===== src/rtl/servant_wb_decoder.sv =====
// Wishbone data-bus decoder: routes the serv dbus to NUM_SLAVES peripherals by an
// address field, waits for a variable-latency ack and answers with an error on timeout.
module servant_wb_decoder #(
    parameter int          NUM_SLAVES = 4,
    parameter int          SEL_MSB    = 31,
    parameter int          SEL_WIDTH  = 2,
    parameter int          TIMEOUT    = 255,
    parameter logic [31:0] ERR_DATA   = 32'hDEAD_BEEF
) (
    input  logic                       wb_clk,
    input  logic                       wb_rstn,
    input  logic [31:0]                i_wb_cpu_adr,
    input  logic [31:0]                i_wb_cpu_dat,
    input  logic [3:0]                 i_wb_cpu_sel,
    input  logic                       i_wb_cpu_we,
    input  logic                       i_wb_cpu_cyc,
    output logic [31:0]                o_wb_cpu_rdt,
    output logic                       o_wb_cpu_ack,
    output logic [31:0]                o_wb_s_adr,
    output logic [31:0]                o_wb_s_dat,
    output logic [3:0]                 o_wb_s_sel,
    output logic                       o_wb_s_we,
    output logic [NUM_SLAVES-1:0]      o_wb_s_cyc,
    input  logic [32*NUM_SLAVES-1:0]   i_wb_s_rdt,
    input  logic [NUM_SLAVES-1:0]      i_wb_s_ack,
    output logic                       o_err,
    output logic [31:0]                o_err_adr
);

    localparam int              CNT_W    = (TIMEOUT > 0) ? $clog2(TIMEOUT + 1) : 1;
    localparam logic [CNT_W-1:0] CNT_TERM = (TIMEOUT > 0) ? CNT_W'(TIMEOUT - 1) : '0;

    typedef enum logic [1:0] {
        IDLE = 2'd0,
        BUSY = 2'd1,
        RESP = 2'd2,
        GAP  = 2'd3
    } state_t;

    state_t               state;
    state_t               state_nxt;
    logic [SEL_WIDTH-1:0] req_idx;
    logic [NUM_SLAVES-1:0] req_dec;
    logic                 req_mapped;
    logic                 slave_ack;
    logic [31:0]          slave_rdt;
    logic [CNT_W-1:0]     cnt;
    logic                 timeout_hit;
    logic                 err_q;
    logic                 accept;
    logic                 done_ok;
    logic                 done_tmo;

    // Address decode and ack/data selection; only the channel whose cyc is high counts.
    always_comb begin
        // NOTE: every combinational output gets a default first, so no path can infer a latch.
        req_dec   = '0;
        slave_rdt = '0;
        req_idx   = i_wb_cpu_adr[SEL_MSB -: SEL_WIDTH];
        for (int n = 0; n < NUM_SLAVES; n++) begin
            req_dec[n] = (req_idx == SEL_WIDTH'(n));
            if (o_wb_s_cyc[n])
                slave_rdt = slave_rdt | i_wb_s_rdt[32*n +: 32];
        end
    end

    assign req_mapped  = |req_dec;
    assign slave_ack   = |(i_wb_s_ack & o_wb_s_cyc);
    assign timeout_hit = (TIMEOUT != 0) && (cnt == CNT_TERM);

    // A slave ack beats the terminal count in the same cycle.
    assign accept   = (state == IDLE) && i_wb_cpu_cyc;
    assign done_ok  = (state == BUSY) && i_wb_cpu_cyc && slave_ack;
    assign done_tmo = (state == BUSY) && i_wb_cpu_cyc && !slave_ack && timeout_hit;

    always_ff @(posedge wb_clk or negedge wb_rstn) begin
        if (!wb_rstn)
            state <= IDLE;
        else
            state <= state_nxt;
    end

    always_comb begin
        state_nxt = state;
        case (state)
            IDLE: if (accept) state_nxt = req_mapped ? BUSY : RESP;
            BUSY: begin
                if (!i_wb_cpu_cyc)
                    state_nxt = IDLE;
                else if (done_ok || done_tmo)
                    state_nxt = RESP;
            end
            RESP:    state_nxt = GAP;
            // serv drops cyc one cycle after ack, so this cycle never samples it.
            GAP:     state_nxt = IDLE;
            default: state_nxt = IDLE;
        endcase
    end

    always_comb begin
        o_wb_cpu_ack = (state == RESP);
        o_err        = (state == RESP) && err_q;
    end

    always_ff @(posedge wb_clk or negedge wb_rstn) begin
        if (!wb_rstn) begin
            o_wb_s_adr   <= '0;
            o_wb_s_dat   <= '0;
            o_wb_s_sel   <= '0;
            o_wb_s_we    <= 1'b0;
            o_wb_s_cyc   <= '0;
            o_wb_cpu_rdt <= '0;
            o_err_adr    <= '0;
            err_q        <= 1'b0;
            cnt          <= '0;
        end else begin
            // NOTE: state updates use non-blocking assignments so every register sees pre-edge values.
            if (accept) begin
                o_wb_s_adr <= i_wb_cpu_adr;
                o_wb_s_dat <= i_wb_cpu_dat;
                o_wb_s_sel <= i_wb_cpu_sel;
                o_wb_s_we  <= i_wb_cpu_we;
                o_wb_s_cyc <= req_dec;
                cnt        <= '0;
                err_q      <= !req_mapped;
                if (!req_mapped) begin
                    o_wb_cpu_rdt <= ERR_DATA;
                    o_err_adr    <= i_wb_cpu_adr;
                end
            end

            if (state == BUSY) begin
                if (!i_wb_cpu_cyc || slave_ack || timeout_hit)
                    o_wb_s_cyc <= '0;
                else if (TIMEOUT != 0)
                    cnt <= cnt + CNT_W'(1);
            end

            if (done_ok) begin
                o_wb_cpu_rdt <= o_wb_s_we ? 32'h0 : slave_rdt;
                err_q        <= 1'b0;
            end

            if (done_tmo) begin
                o_wb_cpu_rdt <= ERR_DATA;
                o_err_adr    <= o_wb_s_adr;
                err_q        <= 1'b1;
            end
        end
    end

endmodule

===== config.mk =====
export PLATFORM = sky130hd
export DESIGN_NAME = servant_wb_decoder
export DESIGN_NICKNAME = d
export VERILOG_FILES = /design/src/rtl/servant_wb_decoder.sv
export SDC_FILE = /design/constraint.sdc
export NUM_CORES = 1
export LEC_CHECK = 0
export CORE_MARGIN = 2
export CORE_UTILIZATION = 23
export DETAILED_ROUTE_END_ITERATION = 10
export PLACE_DENSITY_LB_ADDON = 0.15
export REMOVE_ABC_BUFFERS = 1
export SETUP_SLACK_MARGIN = 0.05
export SYNTH_ARGS = -nofsm -noshare
export SYNTH_HDL_FRONTEND = slang
export SYNTH_SLANG_ARGS = --single-unit

===== constraint.sdc =====
create_clock -name wb_clk -period 1.7 [get_ports wb_clk]
set_clock_uncertainty 0.05 [all_clocks]
set_input_delay 0.425 -clock wb_clk [delete_from_list [all_inputs] [get_ports wb_clk]]
set_output_delay 0.425 -clock wb_clk [all_outputs]
set_load 0.01 [all_outputs]

==> metrics.txt <==
#FFs+latches synth 148; row count 61; Critical Setup Path Class flip-flop to flip-flop; initial antenna violation count 0; Seq/Total Area, Yosys 56.6%; Setup TNS Final -12.65 ns; Rel. slew slack 67.5%; outcome complete, but fails checks; Final HPWL DP 18.3 mm; Die Height 173 µm; initial drt markers 200; CTS root buffer clkbuf_16; GRT Residual Overflow 0; CP Launch Type flip-flop; Area growth syn-to-layout 84.2%; total power 17.8 mW; cell count after synthesis 638; WP data arrival 2.19 ns; endpoints failing setup 76; CTS clk-pin slew, worst paths 0.07 ns; Post-synth EDFFs 0; worst hold slack 0.413 ns; FF+latch area 3700 µm²; Die ar. 29800 µm²; final worst-path cycle share 115%; Total Nets Final 1263; num ports 343; CP Capture Type flip-flop; Post-synth ARST share 100%; WL/cell 17.5 µm; area of the multi-input gates 2770 µm²; Clock Sinks 148; post-route setup slack -0.247 ns; cell family with most CP delay buffers and inverters; Worst VDD drop 0.000615 V; Primary FF master, synth dfrtp_1; yosys warns 0; H-tree Lvls 4; Num CTS Buffers 17; largest net degree at the start of global routing 49; maxcap violations 0; router iterations before antenna repair 4; syn avg cell area 10.3 µm²; Die Wd 173 µm; clk buf depth 2; internal reg-to-reg setup slack -0.25 ns; synth unique cells 40; Hold WC Path Type primary input to asynchronous set/reset pin; IO buf count 342; fill cell count 2791; Detailed Route WL 25.3 mm; unrepaired setup endpoints after global routing true; commonest non-fill, non-tap cells in the layout nand2_1 (226), clkdlybuf4s50_1 (202), dfrtp_1 (147); latest clock arrival within the worst-skew pair 0.42 ns; starting density of the core 23.4%; Mapped Area 6550 µm²; first-pass GRT wire length 39.6 mm; Final Hold Fails 0; Tightest Pin Transition 0.483 ns; share of cells above drive strength 1 19.6%; GRT Overall Usage 16.9%; post-layout min period 1.95 ns; vias per cell 4.39; most common cell after layout, fill and taps aside nand2_1; crit path buf inv count 3; ANT nets after route 0; CP cell instances buf_6, a22oi_2, nand3_2, nor3_4, buf_6, clkbuf_16, mux2_2; Critical Path RT 1.94 ns; crit path max-delay cell type dfrtp_1; core area 27900 µm²; Max Freq 513 MHz; leak pwr 5.76 nW; slowest cell delay on critical path 0.42 ns; PD cells 1470 nW/µm²; Crit path top cell by count buf_6; vias post-DR 6363; CP Max Fanout 14; DRC Markers 0; DP Cell Count 1384; GPL Wtd Cong 0.839; final non-filler cell total 1449; vias in the first global route 6712; failing checks setup timing; fin. max-slew vios 0; TritonCTS clock tree built
[worst paths after layout]
path                       depth (start not counted)                  startpoint                         end
max reg2reg                                        7     o_wb_s_cyc[3]$_DFF_PN0_   o_err_adr[17]$_DFFE_PN0P_
min                                                2                     wb_rstn  o_wb_s_dat[13]$_DFFE_PN0P_
min reg2reg                                        2  o_wb_s_dat[26]$_DFFE_PN0P_  o_wb_s_dat[26]$_DFFE_PN0P_
max                                                7     o_wb_s_cyc[3]$_DFF_PN0_   o_err_adr[17]$_DFFE_PN0P_
min in group wb_clk                                2  o_wb_s_dat[26]$_DFFE_PN0P_  o_wb_s_dat[26]$_DFFE_PN0P_
max in group asynchronous                          3                     wb_rstn  o_wb_s_dat[23]$_DFFE_PN0P_
[layout make-up]
class                           instances  area share, %
Sequential cell                       148           30.7
Timing Repair Buffer                  450           36.9
Clock buffer                           18           3.64
Clock inverter                         14           1.58
Tap cell                              378           3.92
Multi-Input combinational cell        434           23.0
Inverter                                6          0.187
Antenna cell                            1         0.0208
[synthesized netlist by cell type (2+ instances only)]
cell | instances | area, µm²
nand2_1 | 227 | 852
dfrtp_1 | 148 | 3700
a221oi_1 | 32 | 280
a22o_1 | 32 | 280
clkbuf_1 | 27 | 101
mux2_2 | 27 | 304
o21ai_0 | 27 | 135
o31a_1 | 24 | 210
buf_2 | 10 | 50.1
a21oi_1 | 8 | 40.0
o32ai_1 | 8 | 70.1
buf_1 | 6 | 22.5
inv_1 | 6 | 22.5
nor2_1 | 6 | 22.5
mux2_1 | 5 | 56.3
buf_4 | 4 | 30.0
mux2i_1 | 4 | 40.0
or3_1 | 4 | 25.0
buf_6 | 3 | 33.8
nand3b_1 | 3 | 22.5
or4_1 | 3 | 22.5
a22oi_2 | 2 | 25.0
ha_1 | 2 | 25.0
nand3_1 | 2 | 10.0
nor3_1 | 2 | 10.0
o31ai_1 | 2 | 15.0
[through the flow]
stage	setup slack (ns)	utilization (%)	area, µm²
floorplan	-3.03	-	6310
global placement	-0.592	39.1	10900
detailed placement	-0.598	39.1	10900
CTS	-0.261	41.9	11700
global route	-0.324	43.1	12100
finish	-0.247	43.1	12100
[cells by family (layout without fill, tap and decap cells)]
group / after synthesis / after routing / share of synthesized area [%]
compound gates: 140 / 140 / 16.8
simple gates: 256 / 256 / 16.2
flops: 148 / 148 / 56.6
mux: 36 / 36 / 6.12
buf+inv: 56 / 488 / 3.98
other cells: 0 / 1 / 0
fa+ha+maj: 2 / 2 / 0.382
[power breakdown]
group / switching, mW / leakage [nW] / internal, mW
clock: 1.63 / 0.300 / 2.41
sequential: 0.783 / 1.90 / 4.77
combinational: 3.94 / 3.56 / 4.22
[what timing repair did]
| action | CTS | global route |
|---|---|---|
| gates resized for setup | 191 | 46 |
| gates cloned | 2 | 3 |
| endpoints found under the setup margin | 284 | 145 |
| setup buffers | 13 | 14 |
| hold endpoints to repair | 26 | 0 |
| pin swaps | 2 | 6 |
| hold buffers | 1 | 0 |
[sequential cells by signal (all words and copies together) (netlist names), 2 cells and up]
signal	cells
o_wb_cpu_rdt	32
state	2
cnt	8
o_err_adr	32
o_wb_s_adr	32
o_wb_s_sel	4
o_wb_s_dat	32
o_wb_s_cyc	4
[worst register-to-register path: stages, from the launching register on]
cell	delay [ns]
dfrtp_1	0.42
buf_6	0.13
a22oi_2	0.26
nand3_2	0.14
nor3_4	0.16
buf_6	0.14
clkbuf_16	0.18
mux2_2	0.34
[routing by layer]
metal,share of wire [%],global-route usage [%],up-vias,wire length (µm)
met4,1.6,4.70,0,411
met5,0,0,-,0
met3,10,7.76,19,2540
li1,-,-,3085,-
met1,43,20.5,2990,10800
met2,46,27.1,269,11600
Note: power is estimated with default switching activity, not from simulation.
